[config.mk]
export PLATFORM = sky130hd
export DESIGN_NAME = pipeline_skid_reg_flat
export DESIGN_NICKNAME = d
export VERILOG_FILES = /design/src/rtl/pipeline_skid_reg_if.sv /design/src/rtl/pipeline_skid_reg.sv /design/src/flat_wrapper.sv
export SDC_FILE = /design/constraint.sdc
export NUM_CORES = 1
export LEC_CHECK = 0
export CAP_MARGIN = 20
export CORE_AREA = 2 2 119 121
export CTS_CLUSTER_DIAMETER = 100
export DETAILED_ROUTE_END_ITERATION = 12
export DIE_AREA = 0 0 121 123
export PLACE_DENSITY = 0.91
export SYNTH_ARGS = -nofsm -noshare
export SYNTH_HDL_FRONTEND = slang
export SYNTH_SLANG_ARGS = --single-unit
[constraint.sdc]
create_clock -name CLK -period 2 [get_ports CLK]
set_input_delay 0.6 -clock CLK [delete_from_list [all_inputs] [get_ports CLK]]
set_output_delay 0.6 -clock CLK [all_outputs]
set_load 0.1 [all_outputs]
[src/rtl/pipeline_skid_reg_if.sv]
// Valid/ready handshake bundle for one side of a pipeline stage.
// master drives valid/data, slave drives ready.
interface pipeline_skid_reg_if #(
    parameter int WIDTH = 64
);
    logic             valid;
    logic [WIDTH-1:0] data;
    logic             ready;

    modport master (output valid, output data, input ready);
    modport slave  (input valid, input data, output ready);
endinterface

[src/rtl/pipeline_skid_reg.sv]
// Elastic pipeline stage: two-entry skid buffer with a registered in_ready,
// synchronous flush-to-bubble, and a saturating stall counter.
module pipeline_skid_reg #(
    parameter int               WIDTH  = 64,
    parameter logic [WIDTH-1:0] BUBBLE = '0,
    parameter int               CNT_W  = 16
) (
    input  logic                CLK,
    input  logic                nRST,
    input  logic                flush,
    pipeline_skid_reg_if.slave  in_if,
    pipeline_skid_reg_if.master out_if,
    output logic [CNT_W-1:0]    stall_cnt
);

    typedef enum logic [1:0] {EMPTY = 2'd0, ONE = 2'd1, TWO = 2'd2} state_t;

    state_t             state_q, state_d;
    logic [WIDTH-1:0]   main_q, main_d;
    logic [WIDTH-1:0]   skid_q, skid_d;
    logic               in_ready_q, in_ready_d;
    logic [CNT_W-1:0]   stall_q, stall_d;
    logic               out_valid;
    logic               in_fire, out_fire;

    assign out_valid    = (state_q != EMPTY);
    assign out_if.valid = out_valid;
    assign out_if.data  = main_q;
    assign in_if.ready  = in_ready_q;
    assign stall_cnt    = stall_q;

    assign in_fire  = in_if.valid & in_ready_q;
    assign out_fire = out_valid & out_if.ready;

    always_comb begin
        state_d = state_q;
        main_d  = main_q;
        skid_d  = skid_q;
        if (flush) begin
            // A same-cycle in_fire is dropped; out_fire already happened downstream.
            state_d = EMPTY;
            main_d  = BUBBLE;
            skid_d  = BUBBLE;
        end else begin
            case (state_q)
                EMPTY: begin
                    if (in_fire) begin
                        main_d  = in_if.data;
                        state_d = ONE;
                    end
                end
                ONE: begin
                    if (in_fire && out_fire) begin
                        main_d = in_if.data;
                    end else if (in_fire) begin
                        skid_d  = in_if.data;
                        state_d = TWO;
                    end else if (out_fire) begin
                        main_d  = BUBBLE;
                        state_d = EMPTY;
                    end
                end
                TWO: begin
                    if (out_fire) begin
                        main_d  = skid_q;
                        skid_d  = BUBBLE;
                        state_d = ONE;
                    end
                end
                default: begin
                    state_d = EMPTY;
                    main_d  = BUBBLE;
                    skid_d  = BUBBLE;
                end
            endcase
        end
        // Ready is a function of the next state only, so out_ready never reaches it combinationally.
        in_ready_d = (state_d != TWO);

        stall_d = stall_q;
        if (out_valid && !out_if.ready && (stall_q != {CNT_W{1'b1}}))
            stall_d = stall_q + CNT_W'(1);
    end

    always_ff @(posedge CLK or negedge nRST) begin
        if (!nRST) begin
            state_q    <= EMPTY;
            main_q     <= BUBBLE;
            skid_q     <= BUBBLE;
            in_ready_q <= 1'b1;
            stall_q    <= '0;
        end else begin
            state_q    <= state_d;
            main_q     <= main_d;
            skid_q     <= skid_d;
            in_ready_q <= in_ready_d;
            stall_q    <= stall_d;
        end
    end

endmodule

[src/flat_wrapper.sv]
// flat-port wrapper written by rule: the top's interface ports become plain ports
module pipeline_skid_reg_flat 
#(
    parameter int               WIDTH  = 64,
    parameter logic [WIDTH-1:0] BUBBLE = '0,
    parameter int               CNT_W  = 16
)
  (CLK, nRST, flush, stall_cnt, in_if_valid, in_if_data, in_if_ready, out_if_valid, out_if_data, out_if_ready);
  pipeline_skid_reg_if #(.WIDTH(WIDTH)) in_if_i ();
  pipeline_skid_reg_if #(.WIDTH(WIDTH)) out_if_i ();
  input  logic CLK;
  input  logic nRST;
  input  logic flush;
  output logic [CNT_W-1:0] stall_cnt;
  input wire logic [$bits(in_if_i.valid)-1:0] in_if_valid;
  input wire logic [$bits(in_if_i.data)-1:0] in_if_data;
  output wire logic [$bits(in_if_i.ready)-1:0] in_if_ready;
  output wire logic [$bits(out_if_i.valid)-1:0] out_if_valid;
  output wire logic [$bits(out_if_i.data)-1:0] out_if_data;
  input wire logic [$bits(out_if_i.ready)-1:0] out_if_ready;
  assign in_if_i.valid = in_if_valid;
  assign in_if_i.data = in_if_data;
  assign in_if_ready = in_if_i.ready;
  assign out_if_valid = out_if_i.valid;
  assign out_if_data = out_if_i.data;
  assign out_if_i.ready = out_if_ready;
  pipeline_skid_reg #(.WIDTH(WIDTH), .BUBBLE(BUBBLE), .CNT_W(CNT_W)) u_core (.CLK(CLK), .nRST(nRST), .flush(flush), .in_if(in_if_i), .out_if(out_if_i), .stall_cnt(stall_cnt));
endmodule
Word-level counts from Yosys, hierarchy flattened:

Index checks and enable logic that the tools add are counted.

* mux-type cells: 17
* bitwise logic cells: 2
* equal/unequal tests: 11
* $add $sub $neg: 1
* reduce and logical (&&, ||, !) cells: 8

Operator list (count)
* 64-bit 2-to-1 mux: 8
* 64-bit case mux with 3 select lines: 2
* 16-bit by 1-bit adder with 16-bit output (second input constant): 1
* 16-bit != test (second input constant): 1
* 2-bit 2-to-1 mux: 6
* 3-bit by 2-bit != test with 1-bit output (second input constant): 3
* 4-bit AND reduction: 2
* 2-bit case mux with 3 select lines: 1
* 2-bit != test (second input constant): 2
* 4-bit by 2-bit != test with 1-bit output (second input constant): 1
* 4-bit != test (second input constant): 1
* 1-bit logical AND: 3
* 3-bit != test (second input constant): 1
* 1-bit AND: 2
* 2-bit by 1-bit equality test with 1-bit output (second input constant): 1
* 2-bit equality test (second input constant): 1
* 2-bit zero test: 1
* 2-bit nonzero test: 1
* 1-bit zero test: 1

* logic and storage cells: 44
* bits of input ports: 69
* bits in registers: 147

Depth between registers and ports, before layout:

Gate-level depths: netlist of run 1.

* depth in word-level cells: 8
* mapped depth: 7

Worst setup path after synthesis of run 1:

No wires, ideal clock.

* path kind: reg2reg
* start: reg u_core.stall_q[0], in the netlist u_core.stall_cnt[0]
* end: reg u_core.stall_q[9], in the netlist u_core.stall_cnt[9]
* stages on the path, launching flop included: 6
* clock period less this slack: 2.490 ns
* path slack: -0.490 ns
* arrival: 2.326 ns
* library setup time: 0.164 ns
* cells stage by stage: dfrtp_1 -> ha_1 -> nand3_1 -> nor4_4 -> and4b_1 -> xor2_1

* cells in the longest elaborated chain, start to end: 2
* elaborated cells between the ends (all ways): 3

RTL lines
* from (decl): line pipeline_skid_reg.sv:22 `logic [CNT_W-1:0] stall_q, stall_d;`
* from (signal assigned): line pipeline_skid_reg.sv:97 `stall_q <= stall_d;`
* branches (longest 2 deep; another with 16-bit by 1-bit adder with 16-bit output)

Parallel ways; which one is timed is not known.
A chain may end at the register's enable or synchronous reset.

Final worst setup path of run 1:

* start: in out_if_ready
* end: reg u_core.skid_q[48]

* cells in the longest elaborated chain, start to end: 4
* elaborated cells between the ends (all ways): 5

RTL lines
* from (decl): line flat_wrapper.sv:20 `input wire logic [$bits(out_if_i.ready)-1:0] out_if_ready;`
* 1-bit AND (*): line pipeline_skid_reg.sv:33 `assign out_fire = out_valid & out_if.ready;`
* 1-bit logical AND: line pipeline_skid_reg.sv:53 `if (in_fire && out_fire) begin`
* 3-bit != test (no source line)
* 4-bit AND reduction (no source line) (*)
* to (signal assigned): line pipeline_skid_reg.sv:95 `skid_q <= skid_d;`
* to (decl): line pipeline_skid_reg.sv:20 `logic [WIDTH-1:0] skid_q, skid_d;`

Mark *: on every way between the ends. The rest lies on a longest branch, timed or not.

==> summary.md, run 1 <==
| Metric | Value |
|---|---|
| CP max-delay cell | `clkdlybuf4s50_1` |
| Critical register-to-register path startpoint | `u_core.stall_cnt[0]$_DFFE_PN0P_` |
| First-pass iteration count of the detailed router | `5` |
| Layout cells sized above 1 | `26.6%` |
| Worst-path fanout max | `13` |
| Setup crit end kind | `register` |
| Hold Vio Cnt, Final | `0` |
| Total track usage | `25.7%` |
| H-tree levels | `4` |
| Worst path bufs/invs | `4` |
| CTS clock-pin slew for the worst setup and hold paths | `0.06 ns` |
| Worst min path class | `input pin to async pin` |
| Routed via count | `5659` |
| # rows | `43` |
| Largest net degree at the start of global routing | `46` |
| Final core occ | `75.7%` |
| Clock root cell | `clkbuf_16` |
| Die width | `121 um` |
| Rel. slew slack | `66.3%` |
| CTS tree | `yes` |
| Avg Cell Area, Syn | `10.4 sq um` |
| Xor/xnor share of the synthesized area | `1.95%` |
| Warnings, synthesis | `0` |
| Die height | `123 um` |
| Failing checks | `negative setup slack` |
| DRC | `0` |
| Worst EP arrival | `2.33 ns` |
| # setup viols final | `1` |
| Post-route insts no fill | `1019` |
| Post-synthesis register bit count | `147` |
| Tcrit/Tclk final | `100%` |
| Synth top area cells | `dfrtp_1 (54%), mux2i_1 (9.5%), nand2_1 (7.3%)` |
| R2r endpoint | `u_core.stall_cnt[5]$_DFFE_PN0P_` |
| Nets | `897` |
| Kind of critical path | `input pin to register` |
| Final min period | `2.00 ns` |
| Max IR drop VDD | `550 uV` |
| Commonest non-fill, non-tap cell in the layout | `nand2_1` |
| Core area | `13600 sq um` |
| Clock sinks | `147` |
| Synthesized area | `6750 sq um` |
| Worst path cell trace | `clkdlybuf4s50_1 > buf_4 > or2_2 > a21oi_4 > buf_12 > buf_12 > mux2i_1` |
| Max clock buf depth | `2` |
| Post-synth cell types | `45` |
| CP peak stage delay | `0.44 ns` |
| Largest area contributor in the netlist | `dfrtp_1` |
| Vias in the first global route | `5968` |
| Total gr overflow | `0` |
| CP required | `2.32 ns` |
| Die ar. | `14900 sq um` |
| CP most frequent cell | `buf_12` |
| Most frequent cells in the layout | `nand2_1 (132), dfrtp_1 (128), buf_12 (92)` |
| Top-Level Pins | `151` |
| Pwr/cell area | `970 nW/um^2` |
| Layout area overhead | `52.7%` |
| Dominant synthesized flop cell | `dfrtp_1` |
| Vias per std cell | `5.55` |
| Dpl hpwl | `12000 um` |
| Top Family by Delay on Critical Path | `buffers and inverters` |
| Initial DRC count | `502` |
| Final worst slack | `-0.00383 ns` |
| WL/cell | `18.5 um` |
| Max-cap violation count | `0` |
| Worst r2r path cells | `6` |
| Post-Synth Adder-Cell Area | `0.185%` |
| Antenna violations before repair | `0` |
| CP startpoint kind | `input pin` |
| First-pass GRT wire length | `29600 um` |
| # diodes | `0` |
| Mapped Nets | `720` |
| Measured slew at the worst slew-check pin | `0.505 ns` |
| F_max | `499 MHz` |
| Sequential area share after synthesis | `54.5%` |
| Pre-CTS WS | `-0.441 ns` |
| DRT antenna net count | `0` |
| EDFF count, synth | `0` |
| Synth Instances | `650` |
| Gpl congestion | `0.825` |
| Drt total wl | `18800 um` |
| Status | `finished with violations` |
| Port Buffer Count | `150` |
| Pleak | `0.00465 uW` |
| Initial core utilization | `49.6%` |
| Multiplexer area fraction after synthesis | `9.66%` |
| Synth Area in Compound Gates | `15.2%` |
| Worst reg-to-reg setup slack | `0.06 ns` |
| Ys async rst share | `100%` |
| Worst Skew | `0.00724 ns` |
| Share of Yosys cell area claimed by the top area cell type | `54.2%` |
| Largest family of logic cells by synthesized area | `compound AO/OA/AOI/OAI gates` |
| Hold WS | `0.107 ns` |
| TritonCTS Buffers | `17` |
| Max-slew violations | `0` |
| Placed cells | `982` |
| Post-Synth Simple-Gate Area | `11.1%` |
| Clk_lat worst skew | `0.43 ns` |
[worst max path at each step]
stage,to,cells after the start,slack [ns],start
global route,u_core.skid_q[55]$_DFFE_PN0P_,7,-0.02,out_if_ready
finish,u_core.skid_q[48]$_DFFE_PN0P_,7,-0.004,out_if_ready
global placement,u_core.out_if.data[49]$_DFFE_PN0P_,6,-0.36,out_if_ready
CTS,out_if_valid,2,0.02,u_core.state_q[0]$_DFF_PN0_
floorplan,u_core.stall_cnt[9]$_DFFE_PN0P_,4,0.02,u_core.stall_cnt[5]$_DFFE_PN0P_
detailed placement,u_core.out_if.data[0]$_DFFE_PN0P_,6,-0.44,out_if_ready
[cell usage after synthesis, drive strengths merged, types with 2 or more instances]
cell and n:
nor3 2, nand3 5, nor4 5, xor2 10, nor2 5, clkbuf 20, a211o 2, o21bai 2
a22oi 64, and3 2, nand4 6, nand2 132, inv 66, mux2i 64, nor2b 2, or2 2
o21ai 66, nor3b 2, dfrtp 146, a21oi 5, buf 23, xnor2 5
[layout make-up]
class | count | area [sq um]
Clock buffer | 28 | 537
Multi-Input combinational cell | 394 | 2610
Tap cell | 180 | 225
Clock inverter | 3 | 65.1
Fill cell | 824 | 3310
Inverter | 66 | 248
Sequential cell | 147 | 3710
Timing Repair Buffer | 201 | 2900
[cell families (layout without fill, tap and decap cells)]
kind of cell	count (synthesis)	count (layout)
and+or+nand+nor	170	170
DFF	147	147
AOI/OAI and AO/OA	143	143
buffers and inverters	109	298
muxes	65	65
xor gates and xnor gates	15	15
adders and majority gates	1	1
[what timing repair did]
item,4_1_cts,5_1_grt
pin swaps,0,1
endpoints found under the setup margin,1,77
buffers inserted,1,3
hold buffers,0,0
cloned,0,2
resized for setup,1,10
[registers in the layout, summed over array words and instances (netlist names)]
register / flops
u_core.in_if.ready: 1
u_core.out_if.data: 64
u_core.skid_q: 64
u_core.stall_cnt: 16
u_core.state_q: 2
[power breakdown]
part | internal (uW) | switching, uW
Combinational | 1190 | 2010
Sequential | 3240 | 308
Clock | 2060 | 1180
[per-stage QoR]
| stage | setup TNS, ns | total power (uW) | instance area [sq um] |
|---|---|---|---|
| floorplan | 0 | 5360 | 6780 |
| global placement | -40.78 | 6660 | 9570 |
| detailed placement | -47.20 | 6730 | 9570 |
| CTS | 0 | 9970 | 10200 |
| global route | -0.0290 | 10300 | 10300 |
| finish | -0.00383 | 9990 | 10300 |
[per-layer routing]
layer  wire (um)  track usage, %  part of all wire (%)  up-vias
met5           0               0                     0        -
met4         474            11.0                   2.5        0
met3        1110            6.83                   5.9       43
met2        9670            43.9                    51      218
met1        7550            30.8                    40     2848
li1            -               -                     -     2550
Note: power is estimated with default switching activity, not from simulation.
==> run 2: changes to the inputs <==
--- a/config.mk
+++ b/config.mk
@@ -6,10 +6,11 @@
 export NUM_CORES = 1
 export LEC_CHECK = 0
 export CAP_MARGIN = 20
-export CORE_AREA = 2 2 119 121
+export CORE_AREA = 4 4 121 123
 export CTS_CLUSTER_DIAMETER = 100
 export DETAILED_ROUTE_END_ITERATION = 12
-export DIE_AREA = 0 0 121 123
+export DIE_AREA = 0 0 125 127
+export MAX_ROUTING_LAYER = met4
 export PLACE_DENSITY = 0.91
 export SYNTH_ARGS = -nofsm -noshare
 export SYNTH_HDL_FRONTEND = slang
==> summary.md, run 2 (synthesized netlist as in run 1, its figures left out) <==
| Metric | Value |
|---|---|
| Status | `finished, final reports clean` |
| CP endpoint | `out_if_valid` |
| CP startpoint kind | `register` |
| Pwr/cell area | `950 nW/um^2 (-2.1%)` |
| Max IR drop VDD | `554 uV (+0.77%)` |
| # setup viols final | `0 (-1)` |
| R2r endpoint | `u_core.out_if.data[39]$_DFFE_PN0P_` |
| Placed cells | `970 (-1.2%)` |
| Antenna violations before repair | `0 (unchanged)` |
| Port Buffer Count | `150 (unchanged)` |
| Worst Skew | `0.00598 ns (-0.00126 ns)` |
| DRT antenna net count | `0 (unchanged)` |
| Top-Level Pins | `151 (unchanged)` |
| Fin Setup TNS | `0 ns (+0.00383 ns)` |
| WL/cell | `18.5 um (+0.43%)` |
| Die height | `127 um (+3.3%)` |
| F_max | `512 MHz (+2.5%)` |
| RSZ-0062 raised after global routing | `no` |
| Initial core utilization | `49.4% (-0.20 points)` |
| Routed via count | `5615 (-0.78%)` |
| Clk_lat worst skew | `0.41 ns (-0.02 ns)` |
| Tcrit/Tclk final | `97.7% (-2.5 points)` |
| Worst r2r path cells | `5 (-1)` |
| # rows | `43 (unchanged)` |
| Dpl hpwl | `12200 um (+1.2%)` |
| Layout cells sized above 1 | `25.6% (-0.94 points)` |
| Gpl congestion | `0.828 (+0.34%)` |
| Post-route insts no fill | `1007 (-1.2%)` |
| Critical register-to-register path startpoint | `u_core.in_if.ready$_DFF_PN1_` |
| Cts-stage hold buffer count | `0 (unchanged)` |
| CTS tree | `yes` |
| Worst min path class | `input pin to async pin` |
| Kind of critical path | `register to output port` |
| Die width | `125 um (+3.3%)` |
| CTS clock-pin slew for the worst setup and hold paths | `0.06 ns (about the same)` |
| Power, Total | `9730 uW (-2.7%)` |
| Drt total wl | `18700 um (-0.76%)` |
| Largest net degree at the start of global routing | `47 (+2.2%)` |
| Fill count | `841 (+2.1%)` |
| Clock sinks | `147 (unchanged)` |
| Measured slew at the worst slew-check pin | `0.453 ns (-0.0517 ns)` |
| Nets | `886 (-1.2%)` |
| Final core occ | `74.9% (-0.76 points)` |
| Hold Vio Cnt, Final | `0 (unchanged)` |
| First-pass GRT wire length | `30000 um (+1.3%)` |
| Die ar. | `15900 sq um (+6.7%)` |
| Clock root cell | `clkbuf_16` |
| Initial DRC count | `448 (-11%)` |
| CP required | `1.40 ns (-0.92 ns)` |
| Layout area overhead | `51.7%` |
| Most frequent cells in the layout | `nand2_1 (132), dfrtp_1 (130), buf_12 (96)` |
| Setup crit end kind | `output port` |
| Worst reg-to-reg setup slack | `0.10 ns (+0.04 ns)` |
| Vias per std cell | `5.58 (+0.40%)` |
| Vias in the first global route | `5888 (-1.3%)` |
| TritonCTS Buffers | `17 (unchanged)` |
| First-pass iteration count of the detailed router | `6 (+1)` |
| H-tree levels | `4 (unchanged)` |
| Critical path origin | `u_core.state_q[0]$_DFF_PN0_` |
| DRC | `0 (unchanged)` |
| Commonest non-fill, non-tap cell in the layout | `nand2_1` |
| Total track usage | `24.6% (-1.1 points)` |
| Worst-path fanout max | `2 (-11)` |
| Rel. slew slack | `69.8% (+3.5 points)` |
| Final min period | `1.95 ns (-0.0496 ns)` |
| Total gr overflow | `0 (unchanged)` |
| Core area | `13700 sq um (+0.40%)` |
| Pleak | `0.00459 uW (-1.3%)` |
| # diodes | `0 (unchanged)` |
| Worst EP arrival | `1.35 ns (-0.98 ns)` |
| Max-slew violations | `0 (unchanged)` |
| Max-cap violation count | `0 (unchanged)` |
| Max clock buf depth | `2 (unchanged)` |
[run 2: cell count changes in the layout (fill, tap and decap cells not counted), moves of 3 or more]
cell,before,now
buf_4,36,21
clkbuf_8,7,0
buf_12,92,96
clkinv_2,1,5
buf_6,1,4
[run 2: how the worst min path moves through the flow]
stage                                    endpoint
3_5_place_dp        u_core.skid_q[43]$_DFFE_PN0P_
6_report         u_core.stall_cnt[10]$_DFFE_PN0P_
3_3_place_gp        u_core.skid_q[15]$_DFFE_PN0P_
4_1_cts          u_core.stall_cnt[10]$_DFFE_PN0P_
2_1_floorplan   u_core.out_if.data[0]$_DFFE_PN0P_
5_1_grt        u_core.out_if.data[56]$_DFFE_PN0P_
[run 2: worst max-delay path, stage by stage, from the launching register on]
cell and delay, ns:
dfrtp_1 0.40, buf_6 0.12, or2_4 0.24, buf_12 0.17
[run 2: area by class of cell]
type	instances	area, sq um	share of cell area (%)
clock buffer	23	448	4.38
clock inverter	7	85.1	0.831
inverter	66	248	2.42
multi-input combinational	394	2670	26.1
sequential	147	3710	36.2
tap	180	225	2.20
timing repair buffer	190	2850	27.9
[run 2: per-stage QoR]
stage | setup WS, ns | hold WS (ns) | area [sq um]
finish | 0.0458 | 0.122 | 10200
global route | 0.0156 | 0.139 | 10200
CTS | -0.00000622 | 0.112 | 10200
detailed placement | -0.440 | 0.514 | 9530
global placement | -0.348 | 0.508 | 9530
floorplan | 0.0202 | 0.304 | 6780
[run 2: where the power goes]
group          total [uW]  leakage [uW]  switching, uW  internal [uW]
Combinational        3220       0.00237           2020           1200
Clock                2960      0.000264           1150           1810
Sequential           3550       0.00195            304           3240
Total                9730       0.00459           3480           6250
[run 2: per-layer routing]
layer / vias up / global-route usage, % / part of all wire [%]
li1: 2553 / - / -
met1: 2791 / 28.5 / 39
met2: 230 / 41.2 / 53
met3: 41 / 5.85 / 5.9
met4: 0 / 10.5 / 2.7
met5: - / - / 0
[run 2: what timing repair did]
item	4_1_cts	5_1_grt
pin swaps	1	1
gates cloned	1	0
setup endpoints to repair	5	25
setup buffers	3	3
gates resized for setup	5	14
==> run 3: changes to the inputs <==
--- a/config.mk
+++ b/config.mk
@@ -6,12 +6,15 @@
 export NUM_CORES = 1
 export LEC_CHECK = 0
 export CAP_MARGIN = 20
-export CORE_AREA = 4 4 121 123
+export CELL_PAD_IN_SITES_DETAIL_PLACEMENT = 0
+export CELL_PAD_IN_SITES_GLOBAL_PLACEMENT = 2
+export CORE_AREA = 4 4 151 153
 export CTS_CLUSTER_DIAMETER = 100
 export DETAILED_ROUTE_END_ITERATION = 12
-export DIE_AREA = 0 0 125 127
+export DIE_AREA = 0 0 155 157
 export MAX_ROUTING_LAYER = met4
 export PLACE_DENSITY = 0.91
+export SLEW_MARGIN = 20
 export SYNTH_ARGS = -nofsm -noshare
 export SYNTH_HDL_FRONTEND = slang
 export SYNTH_SLANG_ARGS = --single-unit
==> summary.md, run 3 (synthesized netlist as in run 1, its figures left out) <==
| Metric | Value |
|---|---|
| F_max | `512 MHz (about the same)` |
| Die height | `157 um (+24%)` |
| Status | `finished, final reports clean` |
| Max-cap violation count | `0 (unchanged)` |
| Top-Level Pins | `151 (unchanged)` |
| Power, Total | `10200 uW (+4.7%)` |
| Max-slew violations | `0 (unchanged)` |
| Initial core utilization | `31.3% (-18 points)` |
| Layout cells sized above 1 | `26.0% (+0.39 points)` |
| # setup viols final | `0 (unchanged)` |
| Grt peak-use layer | `met2` |
| Total track usage | `15.6% (-9.0 points)` |
| DRT antenna net count | `0 (unchanged)` |
| Nets | `888 (+0.23%)` |
| H-tree levels | `4 (unchanged)` |
| # diodes | `0 (unchanged)` |
| Worst EP arrival | `1.35 ns (about the same)` |
| CP startpoint kind | `register` |
| Pleak | `0.00461 uW (+0.40%)` |
| TritonCTS Buffers | `17 (unchanged)` |
| Worst Skew | `0.0128 ns (+0.00679 ns)` |
| Vias per std cell | `4.72 (-15%)` |
| Die ar. | `24300 sq um (+53%)` |
| GR Util met3 | `3.27% (-2.6 points)` |
| Routed via count | `5240 (-6.7%)` |
| Core area | `21600 sq um (+58%)` |
| CTS tree | `yes` |
| CP required | `1.40 ns (about the same)` |
| Tcrit/Tclk final | `97.7% (about the same)` |
| Final worst slack | `0.0457 ns (-0.000158 ns)` |
| DRC | `0 (unchanged)` |
| WL/cell | `16.3 um (-12%)` |
| Placed cells | `1079 (+11%)` |
| Cell-internal power | `6630 uW (+6.1%)` |
| Measured slew at the worst slew-check pin | `0.429 ns (-0.0238 ns)` |
| Dpl hpwl | `12000 um (-0.99%)` |
| Die width | `155 um (+24%)` |
| Combinational power share | `31.1% (-2.0 points)` |
| CP max-delay cell | `dfrtp_2` |
| Clock share of power | `34.2% (+3.8 points)` |
| Drt total wl | `18100 um (-3.3%)` |
| Sequential share of power | `34.7% (-1.8 points)` |
| First-pass GRT wire length | `29400 um (-1.8%)` |
| Cts repair resizes | `2 (-3)` |
| Gpl congestion | `0.756 (-8.8%)` |
| First-pass iteration count of the detailed router | `8 (+2)` |
| CP peak stage delay | `0.44 ns (+0.04 ns)` |
| Met2 global-route usage | `23.9% (-17 points)` |
| CTS clock-pin slew for the worst setup and hold paths | `0.06 ns (about the same)` |
| Cts-stage hold buffer count | `0 (unchanged)` |
| Port Buffer Count | `150 (unchanged)` |
| Fin Setup TNS | `0 ns (unchanged)` |
| Most frequent cells in the layout | `nand2_1 (132), dfrtp_1 (129), buf_12 (97)` |
| Worst path cell trace | `or2_2 > buf_12` |
| # rows | `54 (+26%)` |
| Clk_lat worst skew | `0.41 ns (about the same)` |
| Switching part of the total | `34.8% (-0.90 points)` |
| RSZ-0062 raised after global routing | `no` |
| Largest net degree at the start of global routing | `47 (unchanged)` |
| Pre-CTS WS | `-0.445 ns (-0.00457 ns)` |
| Pwr/cell area | `980 nW/um^2 (+3.1%)` |
| Kind of critical path | `register to output port` |
| Layout area overhead | `54.0%` |
| Max IR drop VDD | `535 uV (-3.5%)` |
| Max clock buf depth | `2 (unchanged)` |
| Initial DRC count | `200 (-55%)` |
| Hold Vio Cnt, Final | `0 (unchanged)` |
| Setup Buffers After CTS | `0 (-3)` |
| Met1 Usage GRT | `21.1% (-7.3 points)` |
| Worst-path fanout max | `7 (+5)` |
| Setup crit end kind | `output port` |
| Commonest non-fill, non-tap cell in the layout | `nand2_1` |
| Clock sinks | `147 (unchanged)` |
| Net load switching power | `3550 uW (+2.0%)` |
| Post-route insts no fill | `1110 (+10%)` |
| Total gr overflow | `0 (unchanged)` |
| Rel. slew slack | `71.2% (+1.4 points)` |
| Final min period | `1.95 ns (+0.000158 ns)` |
| Clock root cell | `clkbuf_16` |
| Antenna violations before repair | `0 (unchanged)` |
| Vias in the first global route | `5491 (-6.7%)` |
| Worst min path class | `input pin to async pin` |
[run 3: metrics by stage]
stage          util, %  hold slack (ns)  instance area (sq um)
2_1_floorplan        -            0.304                   6780
3_3_place_gp      45.2            0.507                   9750
3_5_place_dp      45.2            0.513                   9750
4_1_cts           48.2           0.0789                  10400
5_1_grt           48.2           0.0851                  10400
6_report          48.2           0.0839                  10400
[run 3: critical path, delay by kind of cell, from the launching register on]
kind / cells / cell delay [ns]
buffers and inverters: 1 / 0.18
flip-flops: 1 / 0.44
AND/OR/NAND/NOR: 1 / 0.33
[run 3: cell type report]
type / count / area [sq um]
clock buffers: 18 / 429
clock inverters: 13 / 209
fillers: 1939 / 11200
inverters: 66 / 248
multi-input cells: 394 / 2610
flip-flops and latches: 147 / 3710
well taps: 280 / 350
repair buffers: 192 / 2830
[run 3: power groups by stage]
stage / Combinational (uW) / Sequential, uW / Clock, uW
global placement: 3170 / 3590 / 0
detailed placement: 3200 / 3590 / 0
CTS: 3200 / 3540 / 3570
floorplan: 605 / 4750 / 0
global route: 3310 / 3570 / 3710
finish: 3160 / 3540 / 3480
[run 3: worst paths after layout]
check / startpoint / to / slack, ns / cells after the start
max in group asynchronous: nRST / u_core.out_if.data[9]$_DFFE_PN0P_ / 1.32 / 2
min in group CLK: u_core.skid_q[2]$_DFFE_PN0P_ / u_core.skid_q[2]$_DFFE_PN0P_ / 0.52 / 2
worst max register to register: u_core.in_if.ready$_DFF_PN1_ / u_core.out_if.data[11]$_DFFE_PN0P_ / 0.10 / 5
worst max-delay path: u_core.state_q[0]$_DFF_PN0_ / out_if_valid / 0.05 / 2
worst min register to register: u_core.skid_q[2]$_DFFE_PN0P_ / u_core.skid_q[2]$_DFFE_PN0P_ / 0.52 / 2
worst min-delay path: nRST / u_core.stall_cnt[10]$_DFFE_PN0P_ / 0.08 / 1
[run 3: per-layer routing]
layer / part of all wire [%] / vias to the layer above
li1: - / 2542
met1: 48 / 2553
met2: 47 / 132
met3: 4.5 / 13
met4: 1.0 / 0
met5: 0 / -
==> variant 1, RTL diff (flow settings as in run 2) <==
`CNT_W` is set to 16 in 2 places; all go to 32.
--- a/src/rtl/pipeline_skid_reg.sv
+++ b/src/rtl/pipeline_skid_reg.sv
@@ -3,7 +3,7 @@
 module pipeline_skid_reg #(
     parameter int               WIDTH  = 64,
     parameter logic [WIDTH-1:0] BUBBLE = '0,
-    parameter int               CNT_W  = 16
+    parameter int               CNT_W  = 32
 ) (
     input  logic                CLK,
     input  logic                nRST,
--- a/src/flat_wrapper.sv
+++ b/src/flat_wrapper.sv
@@ -3,7 +3,7 @@
 #(
     parameter int               WIDTH  = 64,
     parameter logic [WIDTH-1:0] BUBBLE = '0,
-    parameter int               CNT_W  = 16
+    parameter int               CNT_W  = 32
 )
   (CLK, nRST, flush, stall_cnt, in_if_valid, in_if_data, in_if_ready, out_if_valid, out_if_data, out_if_ready);
   pipeline_skid_reg_if #(.WIDTH(WIDTH)) in_if_i ();
Ports: changed (resized stall_cnt); port bits go from 151 to 167. The function was not compared with the original's and may differ.
==> variant 1 against run 2 <==
Clock power rose by 21%. Largest power group unchanged. Area after synthesis rose by 4.5%. Sequential power rose by 8.2%. Cell area rose by 9.1%. Sequential cell count rose by 16. Power rose by 9.3%. Worst setup slack improved by 0.0042 ns. Routed wire length rose by 16%.
==> variant 1: results (changes against run 2) <==
stage,metric,value,unit,change
yosys,async_reset_ff_frac,1.00,,unchanged
power,internal_power,7.00,mW,was 6.25 mW
cts,root_buffer,clkbuf_16,,unchanged
critical_path,cp_max_fo,2,,unchanged
drt,drt_iter0_drc,723,,was 448
critical_path,cp_slowest_stage_delay,0.41,ns,
outcome,status,"complete, no violations",,unchanged
critical_path,path_delay_family,flip-flops,,unchanged
critical_path,reg2regPathDepth,6,,was 5
yosys,ys_seq_area_frac,0.579,,was 0.545
yosys,postSynthNetCount,798,,was 720
yosys,synthAdderAreaFrac,0.00178,,was 0.00185
cts,path_clk_slew,0.07,ns,
grt,grt_start_max_net_pins,71,,was 47
grt,grt_use_total,0.283,,was 0.246
worst_hold_path,worstHoldPathType,input port to async pin,,unchanged
place,pre_cts_ws,-0.486,ns,was -0.440 ns
drt,wl_met3,1410,µm,was 1100 µm
grt,grt_pass1_wl,34700,µm,was 30000 µm
final_layout,drive_gt1_frac,0.260,,was 0.256
place,routabilityCongestion,0.875,,was 0.828
drt,wl,21600,µm,was 18700 µm
grt,grt_util_met2,0.481,,was 0.412
yosys,muxShareOfSynthArea,0.00160,,was 0.0966
place,hpwl,14000,µm,was 12200 µm
drt,dr.max_layer_used,met4,,unchanged
yosys,synthXorXnorAreaFrac,0.0373,,was 0.0195
yosys,synth_compound_area_frac,0.179,,was 0.152
final_layout,n_antenna_cell,0,,unchanged
yosys,synth.area.top_cells,"dfrtp_1 58%, nand2_1 11%, o21ai_0 7.1%, a22oi_1 6.8%, xnor2_1 3.2%",,"was dfrtp_1 54%, mux2i_1 9.5%, nand2_1 7.3%, a22oi_1 7.1%, o21ai_2 4.0%"
drt,route.met2.wl,11200,µm,was 9830 µm
sta,clock_skew,0.00845,ns,was 0.00598 ns
place,placed_area,10500,µm²,was 9530 µm²
grt,met3_usage,0.0493,,was 0.0585
drt,drt_first_pass_iters,5,,was 6
critical_path,slowest_stage,dfrtp_2,,was dfrtp_1
sta,tightest_slew,0.491,ns,was 0.453 ns
power,peakVddDrop,0.709,mV,was 0.554 mV
place,io_buffers,166,,was 150
grt,grt_pass1_vias,6755,,was 5888
yosys,synth_common_cells,"204 x nand2_1, 162 x dfrtp_1, 100 x o21ai_0",,"was 146 x dfrtp_1, 132 x nand2_1, 66 x inv_1"
final_layout,nets,984,,was 886
power,p_leak,4.74,nW,was 4.59 nW
grt,met1_usage,0.337,,was 0.285
drt,vias,6530,,was 5615
power,clkPwrFrac,0.336,,was 0.304
critical_path,worstPathArrival,1.35,ns,about the same
yosys,synth.distinct_cells,46,,was 45
power,seq-power,3.84,mW,was 3.55 mW
yosys,synth-warning-count,0,,unchanged
cts,cts_buffer_depth,2,,unchanged
yosys,synth-main-ff-cell,dfrtp_1,,unchanged
drt,wl_met1,8130,µm,was 7230 µm
cts,insertion_delay,0.42,ns,
power,clock_power,3.57,mW,was 2.96 mW
cts,htreeDepth,4,,unchanged
-- variant 1: final timing paths --
kind                                             startpoint                            endpoint  slack (ns)
hold / removal                                         nRST     u_core.stall_cnt[2]$_DFFE_PN0P_        0.12
max in group asynchronous                              nRST  u_core.out_if.data[35]$_DFFE_PN0P_        1.31
setup reg to reg           u_core.stall_cnt[27]$_DFFE_PN0P_    u_core.stall_cnt[10]$_DFFE_PN0P_        0.06
hold reg to reg               u_core.skid_q[45]$_DFFE_PN0P_       u_core.skid_q[45]$_DFFE_PN0P_        0.48
setup / recovery                u_core.state_q[1]$_DFF_PN0_                        out_if_valid        0.05
min in group CLK              u_core.skid_q[45]$_DFFE_PN0P_       u_core.skid_q[45]$_DFFE_PN0P_        0.48
-- variant 1: cell families (layout without fill, tap and decap cells) --
kind of cell / after synthesis / after routing
mux: 1 / 1
compound gates: 208 / 208
buf+inv: 53 / 252
fa+ha+maj: 1 / 1
simple gates: 272 / 272
flops: 163 / 163
xor+xnor: 30 / 30
-- variant 1: stage by stage --
stage / std cells / hold WS, ns
floorplan: 728 / 0.304
global placement: 1070 / 0.461
detailed placement: 1070 / 0.471
CTS: 1107 / 0.123
global route: 1107 / 0.132
finish: 1107 / 0.119
-- variant 1: area by class of cell --
| class | count | area [µm²] |
|---|---|---|
| Clock buffer | 24 | 502 |
| Timing Repair Buffer | 218 | 3220 |
| Clock inverter | 8 | 146 |
| Tap cell | 180 | 225 |
| Multi-Input combinational cell | 512 | 2870 |
| Sequential cell | 163 | 4200 |
| Fill cell | 689 | 2500 |
| Inverter | 2 | 7.51 |
-- variant 1: repair_timing --
| action | 4_1_cts | 5_1_grt |
|---|---|---|
| gates cloned | 0 | 0 |
| resized for setup | 8 | 8 |
| buffers inserted | 5 | 0 |
| pin swaps | 3 | 3 |
| setup endpoints to repair | 36 | 69 |
==> variant 2, RTL diff (settings of run 2) <==
Without the edit above. Make the reset (`nRST`) synchronous in one clocked block.
--- a/src/rtl/pipeline_skid_reg.sv
+++ b/src/rtl/pipeline_skid_reg.sv
@@ -82,7 +82,7 @@
             stall_d = stall_q + CNT_W'(1);
     end
 
-    always_ff @(posedge CLK or negedge nRST) begin
+    always_ff @(posedge CLK) begin
         if (!nRST) begin
             state_q    <= EMPTY;
             main_q     <= BUBBLE;
Function: differs if nRST is asserted again (counterexample within 4 cycles, from zero or initial values and one cycle with nRST low); with nRST held inactive, the same outputs for 4 cycles.
==> variant 2 against run 2 <==
Sequential share of layout area shrank 5.9 points. Routed wire length grew 2.1%. Cell area shrank 4.1%. Via count grew 7.8%. Area after synthesis shrank 3.5%. Worst setup slack gained 0.0092 ns. First-iteration DRC count grew 25%. Sequential cell count is the same. Highest routed layer unchanged.
Power is not compared: it rests on default switching activity, and its combinational part moved more than twofold at a synthesized area within 25%.
==> variant 2: results (changes against run 2) <==
stage,metric,value,unit,change
outcome,status,"complete, no violations",,unchanged
drt,post_drt_wl_per_cell,18.6,µm,was 18.5 µm
yosys,async_reset_ff_frac,0,,was 1.00
grt,met1_usage,0.285,,about the same
critical_path,cp_slowest_stage_delay,0.43,ns,was 0.40 ns
critical_path,reg2regPathDepth,6,,was 5
yosys,synth_compound_area_frac,0.210,,was 0.152
final_layout,final-nonclk-buf-share,0.272,,was 0.279
yosys,synth-main-ff-cell,dfxtp_1,,was dfrtp_1
final_layout,seq_cells,147,,unchanged
yosys,synthXorXnorAreaFrac,0,,was 0.0195
sta,fmax,0.514,GHz,was 0.512 GHz
place,dp_cells,995,,was 970
place,routabilityCongestion,0.790,,was 0.828
critical_path,worstSetupEndpoint,u_core.out_if.data[38]$_SDFFE_PP0P_,,was out_if_valid
final_layout,multi_input_comb_area,3300,µm²,was 2670 µm²
final_layout,comb.multi_input.count,481,,was 394
final_layout,num-nonclk-buffers,184,,was 190
final_layout,inv_count,3,,was 66
critical_path,reg2reg_slack,0.14,ns,was 0.10 ns
place,pre_cts_ws,-0.388,ns,was -0.440 ns
final_layout,regArea,2980,µm²,was 3710 µm²
final_layout,clkbuf_count,21,,was 23
yosys,ys_seq_area_frac,0.452,,was 0.545
drt,vias_per_cell,5.90,,was 5.58
drt,wl,19000,µm,was 18700 µm
grt,met3_usage,0.0523,,was 0.0585
final_layout,clockNetworkAreaShare,0.0651,,was 0.0521
yosys,muxShareOfSynthArea,0.103,,was 0.0966
yosys,syn_inst,692,,was 650
sta,slew_headroom,0.640,,was 0.698
critical_path,crit_start,out_if_ready,,was u_core.state_q[0]$_DFF_PN0_
drt,drt_first_pass_iters,6,,unchanged
critical_path,r2r-end,u_core.stall_cnt[12]$_SDFFE_PN0P_,,was u_core.out_if.data[39]$_DFFE_PN0P_
grt,grt_use_total,0.243,,was 0.246
yosys,postSynthNetCount,762,,was 720
critical_path,slowest_stage,clkdlybuf4s50_1,,was dfrtp_1
final_layout,drive_gt1_frac,0.208,,was 0.256
yosys,synth_common_cells,"147 x dfxtp_1, 133 x nor2_1, 67 x mux2i_1",,"was 146 x dfrtp_1, 132 x nand2_1, 66 x inv_1"
drt,drt_iter0_drc,558,,was 448
cts,cts_setup_buffers,0,,was 3
grt,grt_pass1_vias,6077,,was 5888
yosys,synth.area.top_cells,"dfxtp_1 45%, mux2i_1 10%, a221o_1 9.8%, nor2_1 7.7%, a22oi_1 7.4%",,"was dfrtp_1 54%, mux2i_1 9.5%, nand2_1 7.3%, a22oi_1 7.1%, o21ai_2 4.0%"
place,hpwl,12200,µm,about the same
grt,grt_util_met2,0.417,,was 0.412
==> variant 2: metal layers <==
metal	up-vias	part of all wire
met1	2942	0.40
met4	0	0.015
met3	25	0.065
met5	-	0
met2	263	0.52
li1	2823	-
==> variant 2: worst max-delay path, delay by kind of cell <==
family | cells | cell delay, ns
compound gates | 2 | 0.42
buf+inv | 2 | 0.66
simple gates | 2 | 0.61
==> variant 2: what timing repair did <==
action / in CTS / in global routing
endpoints found under the setup margin: 1 / 37
pin swaps: 0 / 1
resized for setup: 1 / 3
==> variant 2: stage by stage <==
step	instance area, µm²	power (mW)	hold slack (ns)	setup TNS, ns
5_1_grt	9820	8.19	0.525	0
2_1_floorplan	6540	3.92	0.461	-0.00871
6_report	9820	7.98	0.493	0
3_3_place_gp	9170	4.52	0.472	-36.24
4_1_cts	9810	8.02	0.500	0
3_5_place_dp	9170	4.54	0.484	-42.06
